$ cat src/rtl/avalon_rr_arbiter.sv
// Two-master round-robin arbiter onto one Avalon-MM DDR3 port; read beats routed back by tag FIFO.
// Latency: 1-cycle arbitration, then commands forwarded combinationally; read return adds 0 cycles.
// Backpressure: avl_waitrequest passed to the granted master; the other master and full-FIFO reads stall.

module avalon_rr_arbiter_fifo #(
    parameter int W     = 9,
    parameter int DEPTH = 16
) (
    input  logic         iCLK,
    input  logic         iRST_n,
    input  logic         push_vld,
    input  logic [W-1:0] push_dat,
    input  logic         pop_rdy,
    output logic [W-1:0] head_dat,
    output logic         empty,
    output logic         full
);
    localparam int AW = $clog2(DEPTH);

    logic [W-1:0]  mem [DEPTH];
    logic [AW-1:0] wr_ptr;
    logic [AW-1:0] rd_ptr;
    logic [AW:0]   count;
    logic          do_push;
    logic          do_pop;

    assign do_push  = push_vld & ~full;
    assign do_pop   = pop_rdy & ~empty;
    assign empty    = (count == '0);
    assign full     = (count == (AW+1)'(DEPTH));
    assign head_dat = mem[rd_ptr];

    always_ff @(posedge iCLK or negedge iRST_n) begin
        if (!iRST_n) begin
            wr_ptr <= '0;
            rd_ptr <= '0;
            count  <= '0;
        end else begin
            if (do_push) wr_ptr <= wr_ptr + 1'b1;
            if (do_pop)  rd_ptr <= rd_ptr + 1'b1;
            if (do_push && !do_pop)      count <= count + 1'b1;
            else if (do_pop && !do_push) count <= count - 1'b1;
        end
    end

    always_ff @(posedge iCLK) begin
        if (do_push) mem[wr_ptr] <= push_dat;
    end
endmodule

module avalon_rr_arbiter #(
    parameter int ADDR_W  = 26,
    parameter int DATA_W  = 128,
    parameter int SIZE_W  = 8,
    parameter int OUTST_D = 16
) (
    input  logic              iCLK,
    input  logic              iRST_n,
    input  logic [ADDR_W-1:0] m0_address,
    input  logic [DATA_W-1:0] m0_writedata,
    input  logic              m0_read,
    input  logic              m0_write,
    input  logic [SIZE_W-1:0] m0_size,
    output logic              m0_waitrequest,
    output logic [DATA_W-1:0] m0_readdata,
    output logic              m0_readdatavalid,
    input  logic [ADDR_W-1:0] m1_address,
    input  logic [DATA_W-1:0] m1_writedata,
    input  logic              m1_read,
    input  logic              m1_write,
    input  logic [SIZE_W-1:0] m1_size,
    output logic              m1_waitrequest,
    output logic [DATA_W-1:0] m1_readdata,
    output logic              m1_readdatavalid,
    output logic [ADDR_W-1:0] avl_address,
    output logic [DATA_W-1:0] avl_writedata,
    output logic              avl_read,
    output logic              avl_write,
    output logic              avl_burstbegin,
    output logic [SIZE_W-1:0] avl_size,
    input  logic              avl_waitrequest,
    input  logic [DATA_W-1:0] avl_readdata,
    input  logic              avl_readdatavalid,
    output logic              grant_id,
    output logic              err_orphan
);
    typedef enum logic {IDLE = 1'b0, BUSY = 1'b1} state_t;

    typedef struct packed {
        logic              id;
        logic [SIZE_W-1:0] size;
    } tag_t;

    state_t            state;
    state_t            state_nxt;
    logic              last_grant;
    logic              arb_pick;
    logic              req0;
    logic              req1;
    logic [SIZE_W-1:0] beat_cnt;
    logic [SIZE_W-1:0] burst_len;
    logic [SIZE_W-1:0] cur_len;
    logic [SIZE_W-1:0] rd_rem;
    logic [SIZE_W-1:0] cur_rem;
    logic              sel_read;
    logic              sel_write;
    logic [ADDR_W-1:0] sel_addr;
    logic [DATA_W-1:0] sel_wdata;
    logic [SIZE_W-1:0] sel_size;
    logic [SIZE_W-1:0] sel_size_eff;
    logic              accept;
    logic              last_beat;
    logic              rd_done;
    logic              drop;
    logic              fifo_full;
    logic              fifo_empty;
    logic              fifo_pop;
    logic              ret_beat;
    tag_t              push_tag;
    tag_t              head_tag;

    assign req0     = m0_read | m0_write;
    assign req1     = m1_read | m1_write;
    // On a tie the master that did not win last time goes next.
    assign arb_pick = (req0 & req1) ? ~last_grant : req1;

    assign sel_read     = grant_id ? m1_read      : m0_read;
    assign sel_write    = grant_id ? m1_write     : m0_write;
    assign sel_addr     = grant_id ? m1_address   : m0_address;
    assign sel_wdata    = grant_id ? m1_writedata : m0_writedata;
    assign sel_size     = grant_id ? m1_size      : m0_size;
    assign sel_size_eff = (sel_size == '0) ? SIZE_W'(1) : sel_size;

    assign accept    = (avl_read | avl_write) & ~avl_waitrequest;
    assign cur_len   = (beat_cnt == '0) ? sel_size_eff : burst_len;
    assign last_beat = accept & avl_write & (({1'b0, beat_cnt} + 1'b1) == {1'b0, cur_len});
    assign rd_done   = accept & avl_read;
    assign drop      = (state == BUSY) & (beat_cnt == '0) & ~sel_read & ~sel_write;

    always_ff @(posedge iCLK or negedge iRST_n) begin
        if (!iRST_n) state <= IDLE;
        else         state <= state_nxt;
    end

    always_comb begin
        state_nxt = state;
        case (state)
            IDLE:    if (req0 | req1) state_nxt = BUSY;
            BUSY:    if (last_beat | rd_done | drop) state_nxt = IDLE;
            default: state_nxt = IDLE;
        endcase
    end

    always_comb begin
        avl_read       = 1'b0;
        avl_write      = 1'b0;
        avl_address    = '0;
        avl_writedata  = '0;
        avl_size       = '0;
        m0_waitrequest = 1'b1;
        m1_waitrequest = 1'b1;
        if (state == BUSY) begin
            avl_read      = sel_read & ~fifo_full;
            avl_write     = sel_write;
            avl_address   = sel_addr;
            avl_writedata = sel_wdata;
            avl_size      = sel_size_eff;
            if (grant_id) m1_waitrequest = avl_waitrequest | (sel_read & fifo_full);
            else          m0_waitrequest = avl_waitrequest | (sel_read & fifo_full);
        end
        avl_burstbegin = (state == BUSY) & (beat_cnt == '0) & (avl_read | avl_write);
    end

    always_ff @(posedge iCLK or negedge iRST_n) begin
        if (!iRST_n) begin
            grant_id   <= 1'b0;
            last_grant <= 1'b1;
            beat_cnt   <= '0;
            burst_len  <= '0;
        end else begin
            if (state == IDLE && (req0 | req1)) grant_id <= arb_pick;
            if (last_beat) begin
                beat_cnt   <= '0;
                last_grant <= grant_id;
            end else if (accept && avl_write) begin
                beat_cnt <= beat_cnt + 1'b1;
                if (beat_cnt == '0) burst_len <= sel_size_eff;
            end
            if (rd_done) last_grant <= grant_id;
        end
    end

    assign push_tag = '{id: grant_id, size: sel_size_eff};

    avalon_rr_arbiter_fifo #(
        .W     ($bits(tag_t)),
        .DEPTH (OUTST_D)
    ) u_tag_fifo (
        .iCLK     (iCLK),
        .iRST_n   (iRST_n),
        .push_vld (rd_done),
        .push_dat (push_tag),
        .pop_rdy  (fifo_pop),
        .head_dat (head_tag),
        .empty    (fifo_empty),
        .full     (fifo_full)
    );

    // rd_rem==0 means the head entry has not returned any beat yet.
    assign ret_beat = avl_readdatavalid & ~fifo_empty;
    assign cur_rem  = (rd_rem == '0) ? head_tag.size : rd_rem;
    assign fifo_pop = ret_beat & (cur_rem == SIZE_W'(1));

    always_ff @(posedge iCLK or negedge iRST_n) begin
        if (!iRST_n) begin
            rd_rem     <= '0;
            err_orphan <= 1'b0;
        end else begin
            if (ret_beat) rd_rem <= fifo_pop ? '0 : cur_rem - 1'b1;
            if (avl_readdatavalid && fifo_empty) err_orphan <= 1'b1;
        end
    end

    assign m0_readdata      = avl_readdata;
    assign m1_readdata      = avl_readdata;
    assign m0_readdatavalid = ret_beat & (head_tag.id == 1'b0);
    assign m1_readdatavalid = ret_beat & (head_tag.id == 1'b1);
endmodule

$ cat config.mk
export PLATFORM = sky130hd
export DESIGN_NAME = avalon_rr_arbiter
export DESIGN_NICKNAME = d
export VERILOG_FILES = /design/src/rtl/avalon_rr_arbiter.sv
export SDC_FILE = /design/constraint.sdc
export NUM_CORES = 1
export LEC_CHECK = 0
export CAP_MARGIN = 10
export CORE_AREA = 2 2 343 345
export CTS_CLUSTER_DIAMETER = 100
export DETAILED_ROUTE_END_ITERATION = 12
export DIE_AREA = 0 0 345 347
export GPL_TIMING_DRIVEN = 1
export PLACE_DENSITY = 0.39
export SLEW_MARGIN = 20
export SYNTH_ARGS = -nofsm -noshare
export SYNTH_HDL_FRONTEND = slang
export SYNTH_SLANG_ARGS = --single-unit
$ cat constraint.sdc
create_clock -name iCLK -period 8.8 [get_ports iCLK]
set_input_delay 2.2 -clock iCLK [delete_from_list [all_inputs] [get_ports iCLK]]
set_output_delay 2.2 -clock iCLK [all_outputs]
set_load 0.005 [all_outputs]
## Yosys cells after proc, flatten, opt, wreduce, memory -nomap -nowiden

Memories as Yosys holds them, arrays and structs flattened.
Index checks and enable logic that the tools add are counted.
Widths: inputs -> output; s select.

| word-level totals | value |
|---|---|
| bits in registers | 41 |
| bits in writable memories | 144 |
| bits of input ports | 460 |
| output and inout port bits | 427 |
| logic and storage cells | 99 |
| memories kept | 1 |

Memories:

| memory | depth | bits a word | read ports | clocked after Yosys merged registers in | wr ports | RTL line | text |
|---|---|---|---|---|---|---|---|
| u_tag_fifo.mem | 16 | 9 | 1 | 0 | 1 | 20 | `logic [W-1:0] mem [DEPTH];` |

| operators by class | value |
|---|---|
| $add $sub $neg | 7 |
| eq/ne operators | 3 |
| multiplexer cells | 30 |
| bitwise logic cells | 33 |
| reduce and logical (&&, ||, !) cells | 15 |

Operator list:

| kind | number |
|---|---|
| $mux 128 | 2 |
| $mux 8 | 8 |
| $mux 26 | 2 |
| $logic_not 8->1 | 3 |
| $and 1x1->1 | 17 |
| $mux 1 | 15 |
| $mux 5 | 2 |
| $add 8x1->9 const B | 1 |
| $eq 9x8->1 | 1 |
| $not 1->1 | 9 |
| $add 4x1->4 const B | 2 |
| $add 8x1->8 const B | 1 |
| $eq 8x1->1 const B | 1 |
| $sub 8x1->8 const B | 1 |
| $or 1x1->1 | 7 |
| $reduce_bool 2->1 | 3 |
| $add 5x1->5 const B | 1 |
| $eq 5x5->1 const B | 1 |
| $logic_and 1x1->1 | 5 |
| $logic_not 5->1 | 1 |
| $sub 5x1->5 const B | 1 |
| $logic_not 1->1 | 2 |
| $pmux 1 s2 | 1 |
| $reduce_and 2->1 | 1 |

## Depth between registers and ports, before layout

Gate-level depths: netlist of the first run.

| depth | value |
|---|---|
| depth in word-level cells | 12 |
| depth in mapped cells | 20 |
| gate-level depth less buffers | 16 |

## Cells and area by module

From an unflattened synthesis of the first run, not the netlist that was laid out.

| second synthesis, totals | value |
|---|---|
| cells, all modules | 1196 |
| area total of the unflattened synthesis | 13145.1 sq um |

Modules (own cells, without submodules):

| module | times used | cells each | area an instance (sq um) | seq. area each (sq um) |
|---|---|---|---|---|
| avalon_rr_arbiter | 1 | 847 | 6722.7 | 701.9 |
| avalon_rr_arbiter_fifo | 1 | 349 | 6422.4 | 4649.5 |

## Worst setup path before layout of the first run

OpenSTA, ideal clock, no wires.

| path | value |
|---|---|
| path type | in2out |
| from | in m1_size[1] |
| to | out avl_size[0] |
| arrival | 3.755 ns |
| data required time | 6.600 ns |
| slack | 2.845 ns |
| cell stages on the path | 4 |
| path buffers | 0 |
| cells stage by stage | nor4_1 -> a22oi_1 -> o31ai_1 -> and2_1 |

| on the way | value |
|---|---|
| word-level cells in the longest chain between the ends | 4 |

RTL lines:

| what | RTL line | text |
|---|---|---|
| from (decl) | 71 | `input logic [SIZE_W-1:0] m1_size,` |
| $mux 8 | 131 | `assign sel_size = grant_id ? m1_size : m0_size;` |
| $logic_not 8->1 | 132 | `assign sel_size_eff = (sel_size == '0) ? SIZE_W'(1) : sel_size;` |
| $mux 8 | 132 |  |
| via sel_size_eff[0] | 110 | `logic [SIZE_W-1:0] sel_size_eff;` |
| $mux 8 | 162 | `if (state == BUSY) begin` |
| to (decl) | 80 | `output logic [SIZE_W-1:0] avl_size,` |

The timed path passes the listed nets, and every way through them passes these cells.

## Final worst setup path of the first run

| path | value |
|---|---|
| from | in m1_size[3] |
| to | out avl_size[0] |

The elaborated chain is that of the path after synthesis.

==> impl_metrics.toml, run 1 <==
[run_status]
outcome = "completed"

[route]
vias = 10000
drtPass1Iterations = 6
drt-initial-drc-count = 868
final_antenna_net_count = 0
drt-total-wl_um = 96700
drt-wirelength-per-cell_um = 33.0
drc = 0
drt-vias-per-instance = 3.42

[grt]
grt_antenna_before_repair = 103
grtUsageTotal_pct = 15.6
grt_max_degree = 108
grt_overflow = 0
grt_pass1_vias = 10200
met2_usage_pct = 16.2
top_usage_layer = "met1"
met3_usage_pct = 15.1
use_met1_pct = 21.7
grt_pass1_wl_um = 119000

[worst_setup_path]
cp-end-kind = "primary output"
crit_type = "in -> out"
r2r_end = "u_tag_fifo.count[4]"
crit_top_cell = "clkdlybuf4s50_1"
max_stage_delay_ps = 510
crit_family = "buffers and inverters"
cp_num_buf_inv = 4
regToRegSetupSlack_ps = 3610
rr_startpoint = "u_tag_fifo.rd_ptr[0]"
crit_required_ps = 6600
worstPathArrival_ps = 4370
path_cells = "clkdlybuf4s50_1, mux2i_1, inv_1, o31ai_1, buf_4, and2_1, clkdlybuf4s50_1"
path_max_fanout = 19
worst_path_max_delay_cell = "clkdlybuf4s50_1"
reg2reg_depth = 16
start_kind = "input port"

[timing]
fin_skew_ps = 16.0
max_freq_ghz = 0.152
setup_tns_ps = 0
max_slew_margin_pct = 24.1
slew_viol_final = 0
rsz0062_at_grt = "no"
period_needed_ps = 6570
setup_violations = 0
hold_violations = 0
worst_slew_pin_slew_ps = 1130
final.period_utilization_pct = 74.7

[flow_run]
max_cap_violations = 0

[cells_and_area]
multiInputGateArea_um2 = 5430
final_cell_mix = "501 x clkdlybuf4s50_1, 174 x mux2i_1, 163 x nor2b_1, 144 x edfxtp_1, 38 x dfrtp_1"
final_common_cell = "clkdlybuf4s50_1"
drive_gt1_share_pct = 8.25
regArea_um2 = 5360
fin_nets = 1832
num-fill-cells = 12900
area_growth_pct = 43.3

[die]
core_area_um2 = 116000
num_rows = 125
dieArea_um2 = 120000
die_w_um = 345
start_util_pct = 11.2
die_y_um = 347
ios = 887

[worst_hold_path]
hold_end = "burst_len[1]"
hold_path_class = "reg -> reg"
hold_path.startpoint = "burst_len[1]"
hold_depth = 1

[clock_tree]
cts.htree.levels = 4
postCtsHoldBufs = 0
cts_sinks = 185
cts_tree = "done"
cts_setup_buffers = 0
post_cts_resized = 0
root_buffer = "clkbuf_16"
numCtsBuffers = 17
clkLatencyLatePin_ps = 450
clk_pin_slew_ps = 80
clock_path_buffers = 2

[logic_synthesis]
syn_area_per_cell_um2 = 11.4
async_reset_ff_share_pct = 22.2
syn_area_um2 = 13000
yosysUniqueCellTypes = 62
syn_nets = 1609
ys.warnings.count = 0
synth_cells = 1134
synth_edf_count = 144
synth_ff_type = "edfxtp_1"
synth-seq-cells = 185
synth-seq-area-share_pct = 41.3

[power_and_ir_drop]
p_leak_nw = 6.40
vdd_drop_max_uv = 194
finalPower_w = 0.00439
p_per_area_nw_per_um2 = 236

[place]
dp_hpwl_um = 83400
port_buffers = 502
place_congestion = 0.847
[kinds of logic (layout without fill, tap and decap cells)]
kind of cell / after synthesis / count (layout) / share of synthesized area, %
DFF: 185 / 185 / 41.3
adders and majority gates: 15 / 15 / 1.50
xor gates and xnor gates: 27 / 27 / 1.82
other: 0 / 36 / 0
buffers and inverters: 329 / 565 / 17.3
AOI/OAI and AO/OA: 60 / 60 / 3.75
muxes: 228 / 228 / 21.3
and+or+nand+nor: 290 / 290 / 13.1
[where the power goes]
group	internal, W	total (W)	switching (W)
combinational	0.00128	0.00237	0.00109
sequential	0.00110	0.00124	0.000140
clock	0.000385	0.000778	0.000393
total	0.00277	0.00439	0.00162
[metal layers]
layer	wire, um	up-vias	part of all wire (%)
met3	24900	105	26
met5	665	-	0.69
li1	-	4239	-
met1	41100	4708	42
met4	652	66	0.67
met2	29400	895	30
[sequential cells by signal, summed over array words and instances (netlist names)]
signal             flops
grant_id               1
u_tag_fifo.count       5
err_orphan             1
beat_cnt               8
burst_len              8
state                  1
rd_rem                 8
last_grant             1
u_tag_fifo.wr_ptr      4
u_tag_fifo.rd_ptr      4
u_tag_fifo.mem       144
[final cells by class]
type	count	share of cell area, %
Sequential cell	185	28.8
Inverter	17	0.343
Multi-Input combinational cell	620	29.2
Clock buffer	17	2.29
Antenna cell	36	0.485
Clock inverter	15	0.969
Tap cell	1524	10.3
Timing Repair Buffer	516	27.6
[per-stage QoR]
stage	cell area, um2	setup slack [ps]	hold WS, ps	instances	utilization, %
final	18600	2230	496	2930	16.1
after global routing	18500	2060	506	2898	16.0
after CTS	18500	2210	501	2894	16.0
after detailed placement	17900	2200	474	2862	15.5
after global placement	17900	2190	472	2862	15.4
after floorplan	13000	2850	451	1134	-
[how the worst max path moves through the flow]
stage	start	slack [ps]	depth (start not counted)	endpoint
floorplan	m1_size[1]	2850	4	avl_size[0]
global placement	m1_size[4]	2190	7	avl_size[0]
detailed placement	m1_size[3]	2200	7	avl_size[0]
CTS	m1_size[3]	2210	7	avl_size[0]
global route	m1_size[3]	2060	7	avl_size[0]
finish	m1_size[3]	2230	7	avl_size[0]
[synthesized netlist by cell type (5+ instances only)]
cell type    n  area share, %
nand2_1     29           0.84
xnor2_1     17            1.1
nor2b_1    163            7.9
buf_2        6           0.23
and2_1       8           0.39
a21oi_1     12           0.46
inv_1       15           0.43
clkbuf_1    25           0.72
buf_4      259             15
o21ai_1      6           0.23
nand3_1     10           0.39
xor2_1      10           0.68
edfxtp_1   144             33
mux2_2       9           0.78
o31ai_1      8           0.46
mux2i_1    174             13
nor2_1      40            1.2
ha_1        14            1.4
o21ai_0      6           0.23
mux4_2      31            5.4
a21o_1       5           0.29
nor4_1       5           0.24
dfrtp_1     40            7.7
buf_1       18           0.52
nor3_1      10           0.39
mux2_1       9           0.78
No activity file was read; power rests on OpenSTA's default activity.
==> inputs of run 2 (changes only) <==
--- a/config.mk
+++ b/config.mk
@@ -6,12 +6,12 @@
 export NUM_CORES = 1
 export LEC_CHECK = 0
 export CAP_MARGIN = 10
-export CORE_AREA = 2 2 343 345
+export CORE_AREA = 2 2 341 343
 export CTS_CLUSTER_DIAMETER = 100
 export DETAILED_ROUTE_END_ITERATION = 12
-export DIE_AREA = 0 0 345 347
+export DIE_AREA = 0 0 343 345
 export GPL_TIMING_DRIVEN = 1
-export PLACE_DENSITY = 0.39
+export PLACE_DENSITY = 0.41
 export SLEW_MARGIN = 20
 export SYNTH_ARGS = -nofsm -noshare
 export SYNTH_HDL_FRONTEND = slang
==> constraint.sdc (replaced) <==
create_clock -name iCLK -period 5.8 [get_ports iCLK]
set_input_delay 1.45 -clock iCLK [delete_from_list [all_inputs] [get_ports iCLK]]
set_output_delay 1.45 -clock iCLK [all_outputs]
set_load 0.005 [all_outputs]
==> run 2 against run 1 <==
  * Worst setup slack got worse by 1400 ps
  * Critical path depth decreased by 2
  * Clock power increased by 47%
  * Cell count increased by 0.10%
  * Sequential share of layout area about the same
  * Critical endpoint is now m1_readdatavalid
  * Global-route usage increased by 0.096 points
  * Largest cell class unchanged
  * Non-clock buffer count increased by 16
  * Hold slack got worse by 24 ps
  * Routed wire length decreased by 0.46%
==> impl_metrics.toml, run 2 (synthesis gave the netlist of run 1 again) <==
[worst_setup_path]
rr_startpoint = "u_tag_fifo.rd_ptr[1]"
start_kind = "flop"
worstPathArrival_ps = 3480
reg2reg_depth = 15
crit_type = "reg -> out"
cp-end-kind = "primary output"
r2r_end = "u_tag_fifo.count[4]"
regToRegSetupSlack_ps = 910
crit_required_ps = 4350
path_max_fanout = 23

[flow_run]
max_cap_violations = 0

[die]
start_util_pct = 11.3
die_y_um = 345
die_w_um = 343
core_area_um2 = 115000
ios = 887
num_rows = 125
dieArea_um2 = 118000

[timing]
setup_ws_ps = 870
worst_slew_pin_slew_ps = 1130
setup_violations = 0
hold_violations = 0
max_freq_ghz = 0.203
final.period_utilization_pct = 85.0
slew_viol_final = 0
rsz0062_at_grt = "no"
fin_skew_ps = 13.3
max_slew_margin_pct = 24.5
period_needed_ps = 4930
setup_tns_ps = 0

[cells_and_area]
utilization_pct = 16.2
final_cell_mix = "501 x clkdlybuf4s50_1, 174 x mux2i_1, 163 x nor2b_1, 144 x edfxtp_1, 40 x nor2_1"
area_growth_pct = 43.6
largest_register_ffs = 144
fin_nets = 1848
final_common_cell = "clkdlybuf4s50_1"
multiInputGateArea_um2 = 5400
max_flop_register = "u_tag_fifo.mem"
num-fill-cells = 12900
regArea_um2 = 5360
final_cells = 2933
drive_gt1_share_pct = 8.73

[power_and_ir_drop]
p_per_area_nw_per_um2 = 358
p_leak_nw = 6.46
finalPower_w = 0.00667
vdd_drop_max_uv = 219

[grt]
grtUsageTotal_pct = 15.7
grt_pass1_wl_um = 118000
grt_overflow = 0
grt_pass1_vias = 10200
grt_antenna_before_repair = 92
grt_max_degree = 95

[clock_tree]
clkLatencyLatePin_ps = 430
clock_path_buffers = 2
root_buffer = "clkbuf_16"
cts_tree = "done"
postCtsHoldBufs = 0
clk_pin_slew_ps = 70
cts_setup_buffers = 0
post_cts_resized = 0
cts.htree.levels = 4
cts_sinks = 185
numCtsBuffers = 17

[worst_hold_path]
hold_depth = 1
hold_path_class = "reg -> reg"
hold_path.startpoint = "err_orphan"
hold_end = "err_orphan"

[place]
place_congestion = 0.840
dp_cells = 2878
dp_hpwl_um = 81300
port_buffers = 502
pre_cts_ws_ps = 861

[route]
drt-vias-per-instance = 3.47
drc = 0
drt-initial-drc-count = 919
drt-wirelength-per-cell_um = 32.8
final_antenna_net_count = 0
drt-total-wl_um = 96200
vias = 10200
drtPass1Iterations = 5

[run_status]
outcome = "completed"
run 2: cell count changes in the layout (fill, tap and decap cells not counted), sizes merged:
cell,change
buf,+16
bufinv,+1
clkbuf,+7
clkinv,-7
clkinvlp,+1
diode,-13
inv,-2
run 2: area by class of cell:
class                           instances  share of cell area (%)
Sequential cell                       185                    28.8
Tap cell                             1524                    10.2
Timing Repair Buffer                  532                    28.3
Inverter                               17                   0.343
Multi-Input combinational cell        620                    29.0
Clock buffer                           24                    2.59
Clock inverter                          8                   0.464
Antenna cell                           23                   0.309
run 2: per-stage QoR:
stage / area [um2] / hold slack (ps)
detailed placement: 18000 / 459
global placement: 18000 / 452
finish: 18600 / 472
floorplan: 13000 / 451
CTS: 18600 / 484
global route: 18600 / 502
run 2: where the power goes:
part	leakage, nW	total [W]	switching [W]	internal [W]
Clock	0.272	0.00114	0.000505	0.000635
Sequential	1.80	0.00196	0.000293	0.00167
Combinational	4.39	0.00357	0.00161	0.00197
run 2: metal layers:
layer  GRT usage [%]  wire length [um]  vias to the layer above
met5            7.48              1450                        -
met4            1.83               926                       54
met3            13.7             22100                       96
met2            17.1             31000                      977
met1            21.7             40800                     4789
li1                -                 -                     4247
run 2: how the worst max path moves through the flow:
| stage | startpoint | end | slack (ps) | cells past startpoint |
|---|---|---|---|---|
| 6_report | u_tag_fifo.rd_ptr[0] | m1_readdatavalid | 870 | 5 |
| 3_3_place_gp | m1_size[3] | avl_size[0] | 810 | 6 |
| 5_1_grt | u_tag_fifo.rd_ptr[1] | u_tag_fifo.count[4] | 580 | 15 |
| 2_1_floorplan | m1_size[1] | avl_size[0] | 1350 | 4 |
| 3_5_place_dp | m1_size[3] | avl_size[0] | 860 | 6 |
| 4_1_cts | u_tag_fifo.rd_ptr[0] | m1_readdatavalid | 770 | 5 |
run 2: worst max-delay path, stage by stage, from the launching register on:
cell             delay, ps
dfrtp_2                910
buf_4                  380
mux4_2                 560
mux4_2                 510
nor2b_1                150
clkdlybuf4s50_1        500
==> inputs of run 3 (changes only) <==
--- a/config.mk
+++ b/config.mk
@@ -7,10 +7,10 @@
 export LEC_CHECK = 0
 export CAP_MARGIN = 10
 export CORE_AREA = 2 2 341 343
+export CTS_BUF_LIST = sky130_fd_sc_hd__clkbuf_2 sky130_fd_sc_hd__clkbuf_4 sky130_fd_sc_hd__clkbuf_8
 export CTS_CLUSTER_DIAMETER = 100
 export DETAILED_ROUTE_END_ITERATION = 12
 export DIE_AREA = 0 0 343 345
-export GPL_TIMING_DRIVEN = 1
 export PLACE_DENSITY = 0.41
 export SLEW_MARGIN = 20
 export SYNTH_ARGS = -nofsm -noshare
==> run 3 against run 2 <==
  * Non-clock buffer count is the same
  * Worst setup slack lost 34 ps
  * Largest power group unchanged
  * Cell count shrank 0.20%
==> impl_metrics.toml, run 3 (synthesis gave the netlist of run 1 again) <==
[timing]
setup_tns_ps = 0
worst_slew_pin_slew_ps = 1150
period_needed_ps = 4960
rsz0062_at_grt = "no"
setup_ws_ps = 835
final.period_utilization_pct = 85.6
max_slew_margin_pct = 22.6
max_freq_ghz = 0.201
hold_violations = 0
fin_skew_ps = 19.7
timing.hold.ws_ps = 478
setup_violations = 0
slew_viol_final = 0

[grt]
grt_antenna_before_repair = 91
grt_pass1_wl_um = 118000
grtUsageTotal_pct = 15.7
grt_pass1_vias = 10100
grt_max_degree = 95
grt_overflow = 0

[worst_setup_path]
max_stage_delay_ps = 920
worstPathArrival_ps = 3510
path_max_fanout = 23
crit_type = "reg -> out"
worst_path_max_delay_cell = "dfrtp_2"
crit_top_cell = "mux4_2"
cp_num_buf_inv = 2
crit_family = "multiplexers"
cp-end-kind = "primary output"
crit_required_ps = 4350
start_kind = "flop"
path_cells = "buf_4, mux4_2, mux4_2, nor2b_1, clkdlybuf4s50_1"

[cells_and_area]
max_flop_register = "u_tag_fifo.mem"
fin_nets = 1848
largest_register_ffs = 144
final_common_cell = "clkdlybuf4s50_1"
area_growth_pct = 42.2
final_cell_mix = "501 x clkdlybuf4s50_1, 174 x mux2i_1, 163 x nor2b_1, 144 x edfxtp_1, 40 x nor2_1"
num-fill-cells = 12900
drive_gt1_share_pct = 9.09

[clock_tree]
cts_tree = "done"
post_cts_resized = 0
clock_path_buffers = 2
clkLatencyLatePin_ps = 470
postCtsHoldBufs = 0
cts_sinks = 185
clk_pin_slew_ps = 100
numCtsBuffers = 17
cts.htree.levels = 4
root_buffer = "clkbuf_8"
cts_setup_buffers = 0

[route]
drt-wirelength-per-cell_um = 32.8
vias = 10200
drt-vias-per-instance = 3.48
drt-initial-drc-count = 862
final_antenna_net_count = 0
drtPass1Iterations = 7
drt-total-wl_um = 96100
drc = 0

[place]
pre_cts_ws_ps = 861
dp_hpwl_um = 81300
port_buffers = 502
place_congestion = 0.840

[power_and_ir_drop]
sw_frac_of_total_pct = 36.9
p_comb_share_pct = 55.6
p_int_w = 0.00405
vdd_drop_max_uv = 182
seq_power_share_pct = 30.5
switchingPower_w = 0.00237
p_leak_nw = 6.40
p_per_area_nw_per_um2 = 348
p_clk_share_pct = 13.9

[run_status]
outcome = "completed"

[flow_run]
max_cap_violations = 0

[die]
core_area_um2 = 115000
die_y_um = 345
dieArea_um2 = 118000
ios = 887
die_w_um = 343
num_rows = 125
start_util_pct = 11.3

[worst_hold_path]
hold_path_class = "reg -> reg"
## run 3: path summary, 6_finish.rpt
kind                       cells past startpoint                   to  slack, ps                 start
hold / removal                                 1           err_orphan        480            err_orphan
hold reg to reg                                1           err_orphan        480            err_orphan
min in group asynchronous                      2          beat_cnt[4]       1070                iRST_n
setup / recovery                               5     m1_readdatavalid        840  u_tag_fifo.rd_ptr[0]
max in group asynchronous                      2                state       4250                iRST_n
setup reg to reg                              15  u_tag_fifo.count[4]        920  u_tag_fifo.rd_ptr[1]
## run 3: worst register-to-register path, delay by kind of cell (launching register included)
family	cells	cell delay, ps
AND/OR/NAND/NOR	4	1000
multiplexers	2	990
flip-flops	1	840
AO/OA/AOI/OAI	3	840
adder cells (fa/ha/maj)	2	550
XOR/XNOR	2	280
buffers and inverters	2	260
## run 3: per-stage QoR
step | cell area, um2 | total power (W) | std cells | utilization, %
floorplan | 13000 | 0.00377 | 1134 | -
global placement | 18000 | 0.00558 | 2878 | 15.6
detailed placement | 18000 | 0.00560 | 2878 | 15.6
CTS | 18400 | 0.00652 | 2910 | 16.0
global route | 18400 | 0.00682 | 2912 | 16.0
finish | 18400 | 0.00642 | 2927 | 16.0
## run 3: power groups by stage
| stage | clock network (W) | registers [W] | logic (W) |
|---|---|---|---|
| final | 0.000894 | 0.00196 | 0.00357 |
| after global routing | 0.000974 | 0.00200 | 0.00385 |
| after CTS | 0.000915 | 0.00197 | 0.00364 |
| after detailed placement | 0 | 0.00200 | 0.00360 |
| after global placement | 0 | 0.00200 | 0.00358 |
| after floorplan | 0 | 0.00178 | 0.00199 |
## run 3: area by class of cell
cell class / instances / area, um2 / area share, %
Multi-Input combinational cell: 620 / 5400 / 29.3
Sequential cell: 185 / 5360 / 29.1
Timing Repair Buffer: 532 / 5270 / 28.6
Tap cell: 1524 / 1910 / 10.3
Clock buffer: 23 / 285 / 1.55
Clock inverter: 9 / 116 / 0.631
Inverter: 17 / 63.8 / 0.346
Antenna cell: 17 / 42.5 / 0.231
## run 3: layer usage
layer	global-route usage, %	share of wire [%]
met4	1.77	1.0
met2	17.1	32
met1	21.5	42
met3	14.0	23
met5	7.48	1.5
